File: src/rtl/axireg_mc.sv
`default_nettype none
// ============================================================================
//  Module      : axireg_mc
//  Description : AXI4-Lite control/status register block for up to 16
//                sorting-network channels. Per-channel beat count, start and
//                writeback pulses, busy/done/err status, global sticky DONE
//                (W1C), interrupt enable and registered level interrupt.
//                Optional macro AXIREG_MC_PERF_EN adds a 32-bit saturating
//                busy-cycle counter per channel at channel offset +0xC.
//  Revision    : 1.0 - initial release
// ============================================================================
module axireg_mc #(
   parameter int SADRW = 32,
   parameter int NCH   = 4,
   parameter int BEATW = 20
) (
   input  logic                 i_clk,
   input  logic                 i_rst_n,
   input  logic [SADRW-1:0]     i_araddr,
   input  logic                 i_arvalid,
   output logic                 o_arready,
   output logic [31:0]          o_rdata,
   output logic [1:0]           o_rresp,
   output logic                 o_rvalid,
   input  logic                 i_rready,
   input  logic [SADRW-1:0]     i_awaddr,
   input  logic                 i_awvalid,
   output logic                 o_awready,
   input  logic [31:0]          i_wdata,
   input  logic [3:0]           i_wstrb,
   input  logic                 i_wvalid,
   output logic                 o_wready,
   output logic [1:0]           o_bresp,
   output logic                 o_bvalid,
   input  logic                 i_bready,
   output logic [NCH*BEATW-1:0] o_beat,
   output logic [NCH-1:0]       o_start,
   input  logic [NCH-1:0]       i_done,
   output logic [NCH-1:0]       o_writeback,
   output logic                 o_irq
);

   localparam logic [31:0] C_ID     = {8'hA5, 8'(BEATW), 8'(NCH), 8'h02};
   localparam logic [1:0]  C_OKAY   = 2'b00;
   localparam logic [1:0]  C_SLVERR = 2'b10;
   localparam logic [4:0]  C_NCH    = 5'(NCH);

   typedef enum logic [0:0] {WS_COLLECT = 1'b0, WS_RESP = 1'b1} wstate_t;

   wstate_t          r_wstate, w_wstate_nx;
   logic             r_aw_got, r_w_got, w_aw_hs, w_w_hs, w_ar_hs, w_commit;
   logic [11:0]      r_awaddr, w_wa, w_ra;
   logic [31:0]      r_wdata, w_wd, w_m, w_rd_data, r_rdata;
   logic [3:0]       r_wstrb, w_ws;
   logic [1:0]       w_rd_resp, r_rresp, r_bresp;
   logic             r_rvalid, r_irq, w_act, w_irq_en_we, w_unused;
   logic [BEATW-1:0] r_beat [NCH];
   logic [NCH-1:0]   r_irq_en, r_done, r_busy, r_err, r_start, r_wb;
   logic [NCH-1:0]   w_done_clr, w_beat_we, w_start_req, w_wb_req, w_err_clr;
   logic [NCH-1:0]   w_start_ok, w_start_bad;
`ifdef AXIREG_MC_PERF_EN
   logic [31:0]      r_perf [NCH];
`endif

   // Word address a[11:2] decodes to an existing register
   function automatic logic f_mapped(input logic [9:0] a);
      logic m;
      m = 1'b0;
      if (a[9:6] == 4'h0)
         m = (a[5:0] <= 6'd2);
      else if (a[9:6] == 4'h1 && {1'b0, a[5:2]} < C_NCH)
`ifdef AXIREG_MC_PERF_EN
         m = 1'b1;
`else
         m = (a[1:0] != 2'b11);
`endif
      return m;
   endfunction

   assign w_ra        = i_araddr[11:0];
   assign w_ar_hs     = i_arvalid & o_arready;
   assign o_arready   = ~r_rvalid;
   assign o_rvalid    = r_rvalid;
   assign o_rdata     = r_rdata;
   assign o_rresp     = r_rresp;
   assign o_awready   = (r_wstate == WS_COLLECT) & ~r_aw_got;
   assign o_wready    = (r_wstate == WS_COLLECT) & ~r_w_got;
   assign w_aw_hs     = i_awvalid & o_awready;
   assign w_w_hs      = i_wvalid & o_wready;
   assign o_bvalid    = (r_wstate == WS_RESP);
   assign o_bresp     = r_bresp;
   assign o_start     = r_start;
   assign o_writeback = r_wb;
   assign o_irq       = r_irq;
   // Commit uses whichever half was captured earlier, or the live bus value
   assign w_wa        = r_aw_got ? r_awaddr : i_awaddr[11:0];
   assign w_wd        = r_w_got  ? r_wdata  : i_wdata;
   assign w_ws        = r_w_got  ? r_wstrb  : i_wstrb;
   assign w_m         = {{8{w_ws[3]}}, {8{w_ws[2]}}, {8{w_ws[1]}}, {8{w_ws[0]}}};
   assign w_start_ok  = w_start_req & ~r_busy;
   assign w_start_bad = w_start_req & r_busy;
   assign w_unused    = ^{i_araddr, i_awaddr, w_wd, w_m, w_ra, w_wa};

   generate
      for (genvar c = 0; c < NCH; c++) begin : g_beat
         assign o_beat[c*BEATW +: BEATW] = r_beat[c];
      end
   endgenerate

   // Write FSM state register
   always_ff @(posedge i_clk or negedge i_rst_n) begin
      if (!i_rst_n) r_wstate <= WS_COLLECT;
      else          r_wstate <= w_wstate_nx;
   end

   // Write FSM next state: commit once both AW and W are in hand
   always_comb begin
      w_wstate_nx = r_wstate;
      w_commit    = 1'b0;
      case (r_wstate)
         WS_COLLECT: if ((r_aw_got | w_aw_hs) & (r_w_got | w_w_hs)) begin
            w_commit    = 1'b1;
            w_wstate_nx = WS_RESP;
         end
         WS_RESP: if (i_bready) w_wstate_nx = WS_COLLECT;
         default: w_wstate_nx = WS_COLLECT;
      endcase
   end

   // Capture AW/W halves independently and the B response at commit
   always_ff @(posedge i_clk or negedge i_rst_n) begin
      if (!i_rst_n) begin
         r_aw_got <= 1'b0;  r_w_got <= 1'b0;
         r_awaddr <= '0;    r_wdata <= '0;  r_wstrb <= '0;  r_bresp <= C_OKAY;
      end else begin
         if (r_wstate == WS_RESP && i_bready) begin
            r_aw_got <= 1'b0;
            r_w_got  <= 1'b0;
         end else begin
            if (w_aw_hs) begin r_aw_got <= 1'b1; r_awaddr <= i_awaddr[11:0]; end
            if (w_w_hs)  begin r_w_got  <= 1'b1; r_wdata <= i_wdata; r_wstrb <= i_wstrb; end
         end
         if (w_commit)
            r_bresp <= (w_ws == 4'd0 || f_mapped(w_wa[11:2])) ? C_OKAY : C_SLVERR;
      end
   end

   // Write decode into per-register enables
   always_comb begin
      w_act       = w_commit && (w_ws != 4'd0) && f_mapped(w_wa[11:2]);
      w_irq_en_we = w_act && (w_wa[11:2] == 10'd1);
      w_done_clr  = (w_act && w_wa[11:2] == 10'd2 && w_ws[0]) ? w_wd[NCH-1:0] : '0;
      w_beat_we   = '0;
      w_start_req = '0;
      w_wb_req    = '0;
      w_err_clr   = '0;
      for (int c = 0; c < NCH; c++) begin
         if (w_act && w_wa[11:8] == 4'h1 && w_wa[7:4] == 4'(c)) begin
            w_beat_we[c]   = (w_wa[3:2] == 2'd0);
            w_start_req[c] = (w_wa[3:2] == 2'd1) && w_ws[0] && w_wd[0];
            w_wb_req[c]    = (w_wa[3:2] == 2'd1) && w_ws[0] && w_wd[1];
            w_err_clr[c]   = (w_wa[3:2] == 2'd2) && w_ws[0] && w_wd[2];
         end
      end
   end

   // Register file, status flags, pulses and interrupt
   always_ff @(posedge i_clk or negedge i_rst_n) begin
      if (!i_rst_n) begin
         r_irq_en <= '0;  r_done <= '0;  r_busy <= '0;  r_err <= '0;
         r_start  <= '0;  r_wb   <= '0;  r_irq  <= 1'b0;
         for (int c = 0; c < NCH; c++) r_beat[c] <= '0;
      end else begin
         if (w_irq_en_we)
            r_irq_en <= (r_irq_en & ~w_m[NCH-1:0]) | (w_wd[NCH-1:0] & w_m[NCH-1:0]);
         // i_done set overrides a simultaneous W1C; accepted start overrides done
         r_done  <= (r_done & ~w_done_clr) | i_done;
         r_busy  <= w_start_ok | (r_busy & ~i_done);
         r_err   <= (r_err & ~w_err_clr) | w_start_bad;
         r_start <= w_start_ok;
         r_wb    <= w_wb_req;
         r_irq   <= |(r_done & r_irq_en);
         for (int c = 0; c < NCH; c++)
            if (w_beat_we[c])
               r_beat[c] <= (r_beat[c] & ~w_m[BEATW-1:0]) | (w_wd[BEATW-1:0] & w_m[BEATW-1:0]);
      end
   end

`ifdef AXIREG_MC_PERF_EN
   // Busy-cycle counters: clear on accepted start, saturate, hold after done
   always_ff @(posedge i_clk or negedge i_rst_n) begin
      if (!i_rst_n) begin
         for (int c = 0; c < NCH; c++) r_perf[c] <= '0;
      end else begin
         for (int c = 0; c < NCH; c++) begin
            if (w_start_ok[c])                     r_perf[c] <= '0;
            else if (r_busy[c] && r_perf[c] != '1) r_perf[c] <= r_perf[c] + 32'd1;
         end
      end
   end
`endif

   // Read mux on the live AR address
   always_comb begin
      w_rd_data = '0;
      w_rd_resp = f_mapped(w_ra[11:2]) ? C_OKAY : C_SLVERR;
      if (w_ra[11:8] == 4'h0) begin
         case (w_ra[7:2])
            6'd0:    w_rd_data = C_ID;
            6'd1:    w_rd_data[NCH-1:0] = r_irq_en;
            6'd2:    w_rd_data[NCH-1:0] = r_done;
            default: ;
         endcase
      end else if (w_ra[11:8] == 4'h1) begin
         for (int c = 0; c < NCH; c++) begin
            if (w_ra[7:4] == 4'(c)) begin
               case (w_ra[3:2])
                  2'd0:    w_rd_data[BEATW-1:0] = r_beat[c];
                  2'd2:    w_rd_data[2:0] = {r_err[c], r_done[c], r_busy[c]};
`ifdef AXIREG_MC_PERF_EN
                  2'd3:    w_rd_data = r_perf[c];
`endif
                  default: ;
               endcase
            end
         end
      end
   end

   // Read response register: one-cycle latency, held until accepted
   always_ff @(posedge i_clk or negedge i_rst_n) begin
      if (!i_rst_n) begin
         r_rvalid <= 1'b0;  r_rdata <= '0;  r_rresp <= C_OKAY;
      end else if (w_ar_hs) begin
         r_rvalid <= 1'b1;  r_rdata <= w_rd_data;  r_rresp <= w_rd_resp;
      end else if (r_rvalid && i_rready) begin
         r_rvalid <= 1'b0;
      end
   end

endmodule
`default_nettype wire

File: config.mk
export PLATFORM = sky130hd
export DESIGN_NAME = axireg_mc
export DESIGN_NICKNAME = d
export VERILOG_FILES = /design/src/rtl/axireg_mc.sv
export SDC_FILE = /design/constraint.sdc
export NUM_CORES = 1
export LEC_CHECK = 0
export BUFFER_PORTS_ARGS = -buffer_cell sky130_fd_sc_hd__buf_2
export CAP_MARGIN = 15
export CORE_AREA = 2 2 132 134
export CTS_BUF_LIST = sky130_fd_sc_hd__clkbuf_4 sky130_fd_sc_hd__clkbuf_8
export CTS_CLUSTER_SIZE = 14
export DETAILED_ROUTE_END_ITERATION = 10
export DIE_AREA = 0 0 134 136
export HOLD_SLACK_MARGIN = 0.02
export PLACE_DENSITY = 0.89
export SETUP_SLACK_MARGIN = 0.05
export SLEW_MARGIN = 20
export SYNTH_ARGS = -nofsm -noshare
export SYNTH_HDL_FRONTEND = slang
export SYNTH_SLANG_ARGS = --single-unit
File: constraint.sdc
create_clock -name i_clk -period 2.3 [get_ports i_clk]
set_input_delay 0.23 -clock i_clk [delete_from_list [all_inputs] [get_ports i_clk]]
set_output_delay 0.23 -clock i_clk [all_outputs]
set_load 0.01 [all_outputs]
==> impl_metrics.yaml, run 1 <==
cts:
  cts_buffers: 17
  htree_num_levels: 4
  cts_tree: "done"
  worst_skew_pair.late_latency_ns: 0.48
  clock_sink_count: 166
  clock_tree_root_driver_cell: "sky130_fd_sc_hd__clkbuf_8"
  clk_pin_slew_worst_paths_ns: 0.09
  clockBufferDepth: 2
pwr:
  worst_ir_drop_vdd_mv: 0.573
  power.share.sequential: 0.401
  p_total_mw: 8.85
  total_leakage_power_nw: 5.38
  power_switching_mw: 2.87
  clock_power_share: 0.271
  power_switching_share: 0.325
  p_per_area_nw_per_um2: 796
  intPower_mw: 5.98
  comb_power_share: 0.328
yosys:
  synth_compound_area_frac: 0.0814
  synth_top_flop_cell: "sky130_fd_sc_hd__dfrtp_1"
  yosysUniqueCellTypes: 57
  syn_area_per_cell_um2: 12.3
  muxShareOfSynthArea: 0.225
  synthesis.area_um2: 7920
  count_of_state_elements_after_synthesis: 166
  yosys.area_share.simple: 0.135
  synth_seq_area_share: 0.525
  synth-async-reset-ratio: 1.00
  netlist_instances: 645
  synth_xor_area_frac: 0
  yosys_warnings: 0
  synth_top_family_by_area: "multiplexers"
  synth-adder-area-share: 0
  number_of_flops_mapped_to_enable_cells_by_yosys: 0
sta:
  max_frequency_mhz: 409
  finalCriticalPeriod_ns: 2.45
  rsz_0062_raised_after_global_routing: "yes"
  timing.setup.tns_ns: -7.83
  worst_slew_margin_rel: 0.591
  report.final.setup_viol: 85
  maxSlewViolCount: 0
  worst_pin_slew_ns: 0.614
  final-hold-violation-count: 0
  layout_setup_ws_ns: -0.147
  fin_skew_ns: 0.00945
  final.period_utilization: 1.06
floorplanning:
  ios: 241
  count_of_standard_cell_rows: 48
  die_y_um: 136
  chipWidth_um: 134
  core_um2: 16900
  initial_core_util: 0.469
  die_area_um2: 18200
layout:
  areaGrowthSynthToFinish_pct: 40.4
  drive_above_1_share: 0.526
  layout.cells.most_common: "sky130_fd_sc_hd__buf_2"
  layoutNonFillerInstCount: 1160
  most-common-layout-cells: "sky130_fd_sc_hd__buf_2 (174), sky130_fd_sc_hd__dfrtp_1 (165), sky130_fd_sc_hd__mux2_4 (81), sky130_fd_sc_hd__mux2_2 (63), sky130_fd_sc_hd__buf_4 (55)"
  antenna_cells_inserted: 0
  num-nets-final: 1034
  final_util: 0.659
  final_cell_area_um2: 11100
global_routing:
  grt_max_degree: 63
  gr-usage-all-layers: 0.247
  grt-ovfl-total: 0
  grt_antenna_before_repair: 0
  grt_pass1_wl_um: 34700
  grt_pass1_vias: 6562
flow_run:
  max_cap_viol_count: 0
critical_path:
  critical_path.endpoint_type: "flop"
  reg2reg_setup_slack_ns: -0.15
  path_cells: "buf_6, nor3_4, nor2_1, or4_4, buf_12, buf_4, nor3_4, buf_12, mux2_4"
  data_required_time_of_the_critical_path_ns: 2.67
  critical_path_arrival_ns: 2.81
  critPathLaunchType: "flop"
  crit_path_max_incr_delay_ns: 0.47
  crit_path_start: "r_aw_got"
  worst-r2r-cell-count: 9
  critPathSlowestCell: "sky130_fd_sc_hd__or4_4"
  timing.setup.critical_path_class: "flop to flop"
  critPathMaxFanout: 8
  reg2reg_from: "r_aw_got"
drt:
  viasPerCell: 5.76
  dr.pass1.iters: 6
  detailroute.via_count: 6682
  ant_nets_after_route: 0
  drc: 0
  drt_iter0_drc: 525
  routed_wl_um: 24200
  detail_route.wl_per_cell_um: 20.9
placed_design:
  io_buffer_count: 175
  detailed_place_hpwl_um: 15800
  placed_instances: 1084
  post_dp_cell_area_um2: 9630
  place.gp.congestion: 0.930
hold_path:
  timing.hold.worst.start: "i_awaddr[10]"
  timing.hold.worst.class: "primary input to flop"
  timing.hold.worst_path_depth: 2
run_status:
  violations: "negative setup slack"
  outcome: "finished, violations left"
[Yosys cell counts, types with 4 or more instances]
cell	n	area share
sky130_fd_sc_hd__nand4_1	6	0.0047
sky130_fd_sc_hd__nand2_1	51	0.024
sky130_fd_sc_hd__nor4_1	6	0.0047
sky130_fd_sc_hd__nand2b_1	9	0.0071
sky130_fd_sc_hd__or3_1	6	0.0047
sky130_fd_sc_hd__dfrtp_1	166	0.52
sky130_fd_sc_hd__nand3_1	10	0.0063
sky130_fd_sc_hd__a22oi_1	18	0.017
sky130_fd_sc_hd__inv_1	7	0.0033
sky130_fd_sc_hd__mux2_2	144	0.20
sky130_fd_sc_hd__o41ai_1	6	0.0066
sky130_fd_sc_hd__o21ai_0	39	0.025
sky130_fd_sc_hd__nor2_1	32	0.015
sky130_fd_sc_hd__a21oi_1	4	0.0025
sky130_fd_sc_hd__nor3_4	6	0.012
sky130_fd_sc_hd__and3_1	14	0.011
sky130_fd_sc_hd__nor2b_1	5	0.0040
sky130_fd_sc_hd__nor3_1	5	0.0032
sky130_fd_sc_hd__mux2i_1	5	0.0063
sky130_fd_sc_hd__clkbuf_1	20	0.0095
sky130_fd_sc_hd__nor3b_1	4	0.0038
sky130_fd_sc_hd__mux4_2	5	0.014
sky130_fd_sc_hd__buf_4	13	0.012
sky130_fd_sc_hd__o22ai_1	8	0.0063
sky130_fd_sc_hd__buf_2	4	0.0025
[power by group through the flow]
stage | Combinational, mW | Sequential (mW) | Clock (mW)
after floorplan | 1.55 | 3.53 | 0
after global placement | 2.39 | 3.53 | 0
after detailed placement | 2.46 | 3.57 | 0
after CTS | 2.57 | 3.52 | 2.41
after global routing | 3.08 | 3.59 | 2.55
final | 2.90 | 3.55 | 2.40
[logic make-up (layout without fill, tap and decap cells)]
group	after synthesis	after routing
other	1	9
multiplexers	154	154
flip-flops	166	166
AO/OA/AOI/OAI	98	98
buffers and inverters	48	329
AND/OR/NAND/NOR	178	179
[worst paths after layout]
| kind | end |
|---|---|
| max | flop |
| min | r_awaddr[10] |
| max reg2reg | flop |
| min reg2reg | o_rdata[3] |
| max in group asynchronous | asynchronous set/reset pin |
| min in group asynchronous | r_awaddr[4] |
[worst max-delay path, delay by kind of cell, from the launching register on]
| family | cells | cell delay, ns |
|---|---|---|
| DFF | 1 | 0.46 |
| muxes | 1 | 0.31 |
| and+or+nand+nor | 4 | 0.90 |
| buffers and inverters | 4 | 0.66 |
[cell type report]
cell class | count | area, µm²
clock inverter | 10 | 169
sequential | 166 | 4160
multi-input combinational | 440 | 4150
timing repair buffer | 291 | 2050
fill | 1194 | 5760
inverter | 7 | 26.3
tap | 225 | 282
clock buffer | 21 | 283
[what timing repair did]
| action | CTS | global route |
|---|---|---|
| gates resized for setup | 14 | 121 |
| endpoints found under the setup margin | 98 | 100 |
| hold buffers | 36 | 0 |
| pin swaps | 2 | 22 |
| cloned | 0 | 3 |
| endpoints found under the hold margin | 96 | 0 |
| setup buffers | 2 | 6 |
[metal layers]
metal | share of wire | routed length, µm | GRT usage
met1 | 0.42 | 10200 | 0.324
met2 | 0.47 | 11400 | 0.398
met3 | 0.068 | 1640 | 0.0477
met5 | 0 | 0 | 0
met4 | 0.039 | 952 | 0.115
[through the flow]
step / worst slack (ns) / hold WS, ns
6_report: -0.147 / 0.0421
5_1_grt: -0.220 / 0.0316
4_1_cts: -0.158 / 0.0229
3_5_place_dp: -0.251 / 0.258
3_3_place_gp: -0.187 / 0.249
2_1_floorplan: -0.138 / -0.0656
No activity file was read; power rests on OpenSTA's default activity.
==> run 2, diff against run 1 <==
Settings changed: CORE_AREA 2 2 132 134 to 2 2 115 228, DIE_AREA 0 0 134 136 to 0 0 117 230, PLACE_DENSITY 0.89 to 0.67.
==> run 2 against run 1 <==
Effect of this change: the flow still finishes with violations (negative setup slack); final cell count increased by 9.1%; register-to-register slack gained 0.05 ns; combinational power decreased by 7%; flip-flop and latch count stayed put; sequential power hardly changed; clock skew is 0.0039 ns higher; global-route usage decreased by 6.5 points; routed wire length down 0.45%; die area grew 48%.
==> impl_metrics.yaml, run 2 (same netlist as run 1, synthesis figures left out) <==
layout:
  areaGrowthSynthToFinish_pct: 37.7
  sequential_cell_area_um2: 4150
  multiInputGateArea_um2: 3890
  layout.cells.most_common: "sky130_fd_sc_hd__buf_2"
  num-nets-final: 1027
  final_util: 0.434
  fill_cells: 2370
  drive_above_1_share: 0.510
  most-common-layout-cells: "sky130_fd_sc_hd__buf_2 (174), sky130_fd_sc_hd__dfrtp_1 (166), sky130_fd_sc_hd__mux2_2 (98), sky130_fd_sc_hd__buf_4 (52), sky130_fd_sc_hd__nand2_1 (48)"
run_status:
  outcome: "finished, violations left"
  violations: "negative setup slack"
drt:
  viasPerCell: 4.97
  detailroute.via_count: 6282
  dr.pass1.iters: 4
  detail_route.wl_per_cell_um: 19.0
  drc: 0
  routed_wl_um: 24100
  ant_nets_after_route: 0
  drt_iter0_drc: 323
critical_path:
  crit_path_max_incr_delay_ns: 0.43
  critical_path.endpoint_type: "flop"
  critPathMaxFanout: 17
  timing.setup.critical_path_class: "flop to flop"
  critPathSlowestCell: "sky130_fd_sc_hd__or4_4"
  path_cells: "buf_6, nor3b_4, nor2_2, or4_4, buf_12, nor4_4, buf_4, mux2_2"
  data_required_time_of_the_critical_path_ns: 2.67
  critical-path-top-delay-family: "simple AND/OR/NAND/NOR gates"
  crit_buf_inv: 3
  critPathLaunchType: "flop"
  critical_path_arrival_ns: 2.77
pwr:
  comb_power_share: 0.322
  clock_power_share: 0.261
  power_switching_share: 0.318
  intPower_mw: 5.75
  total_leakage_power_nw: 5.22
  p_per_area_nw_per_um2: 773
  power.share.sequential: 0.417
  power_switching_mw: 2.68
  worst_ir_drop_vdd_mv: 0.617
hold_path:
  timing.hold.worst.class: "primary input to flop"
placed_design:
  place.gp.congestion: 0.867
  io_buffer_count: 175
  detailed_place_hpwl_um: 17700
global_routing:
  grt_pass1_wl_um: 36300
  grt-ovfl-total: 0
  gr-usage-all-layers: 0.182
  grt_pass1_vias: 6646
  grt_antenna_before_repair: 1
  grt_max_degree: 56
floorplanning:
  die_y_um: 230
  count_of_standard_cell_rows: 82
  initial_core_util: 0.315
  chipWidth_um: 117
  die_area_um2: 26900
  core_um2: 25100
  ios: 241
cts:
  cts_tree: "done"
  worst_skew_pair.late_latency_ns: 0.49
  clockBufferDepth: 2
  cts_buffers: 17
  htree_num_levels: 4
  clock_tree_root_driver_cell: "sky130_fd_sc_hd__clkbuf_8"
  clk_pin_slew_worst_paths_ns: 0.09
  clock_sink_count: 166
sta:
  fin_skew_ns: 0.0134
  finalCriticalPeriod_ns: 2.39
  worst_slew_margin_rel: 0.567
  final.period_utilization: 1.04
  maxSlewViolCount: 0
  max_frequency_mhz: 418
  layout_setup_ws_ns: -0.0931
  rsz_0062_raised_after_global_routing: "yes"
  report.final.setup_viol: 62
  worst_pin_slew_ns: 0.648
  timing.hold.ws_ns: 0.0761
  final-hold-violation-count: 0
flow_run:
  max_cap_viol_count: 0
[run 2: changes by cell type in the layout (fill, tap and decap cells not counted), sizes merged, moves of 2 or more]
cell,change
inv,-2
clkinv,-2
dlygate4sd3,+3
buf,-8
clkinvlp,+3
[run 2: layout make-up]
class                      instances  share of cell area
clock inverter                     8              0.0116
clock buffer                      23              0.0256
sequential                       166               0.381
inverter                           7             0.00241
antenna                            1            0.000230
timing repair buffer             285               0.183
multi-input combinational        439               0.357
tap                              336              0.0386
[run 2: what timing repair did]
item | CTS | global route
setup endpoints to repair | 97 | 99
endpoints found under the hold margin | 91 | 0
setup buffers | 1 | 1
hold buffers | 39 | 0
cloned | 0 | 0
pin swaps | 8 | 2
gates resized for setup | 23 | 48
[run 2: metal layers]
layer / track usage / wire length [µm]
met5: 0 / 0
met3: 0.0361 / 866
met1: 0.185 / 8580
met4: 0.108 / 1210
met2: 0.332 / 13400
[run 2: power groups by stage]
stage	logic [mW]	clock network, mW	registers, mW
2_1_floorplan	1.55	0	3.53
3_3_place_gp	2.43	0	3.55
3_5_place_dp	2.47	0	3.57
4_1_cts	2.63	2.27	3.51
5_1_grt	2.94	2.37	3.57
6_report	2.71	2.20	3.52
[run 2: per-stage QoR]
stage / setup slack (ns) / cell area (µm²) / std cells / TNS (ns) / total power, mW
final: -0.0931 / 10900 / 1265 / -2.59 / 8.43
after global routing: -0.216 / 10900 / 1265 / -11.16 / 8.88
after CTS: -0.108 / 10700 / 1263 / -3.08 / 8.40
after detailed placement: -0.177 / 9790 / 1192 / -9.31 / 6.04
after global placement: -0.126 / 9790 / 1192 / -5.64 / 5.98
after floorplan: -0.138 / 8030 / 653 / -6.28 / 5.09
[run 2: path summary, 6_finish.rpt]
path	start	to	slack [ns]	depth (start not counted)
hold reg to reg	o_rdata[11]	o_rdata[11]	0.48	2
min in group asynchronous	i_rst_n	o_rdata[1]	0.26	2
hold / removal	i_awaddr[4]	r_awaddr[4]	0.08	2
setup / recovery	r_aw_got	flop	-0.09	8
max in group asynchronous	i_rst_n	asynchronous set/reset pin	1.32	3
setup reg to reg	r_aw_got	flop	-0.09	8
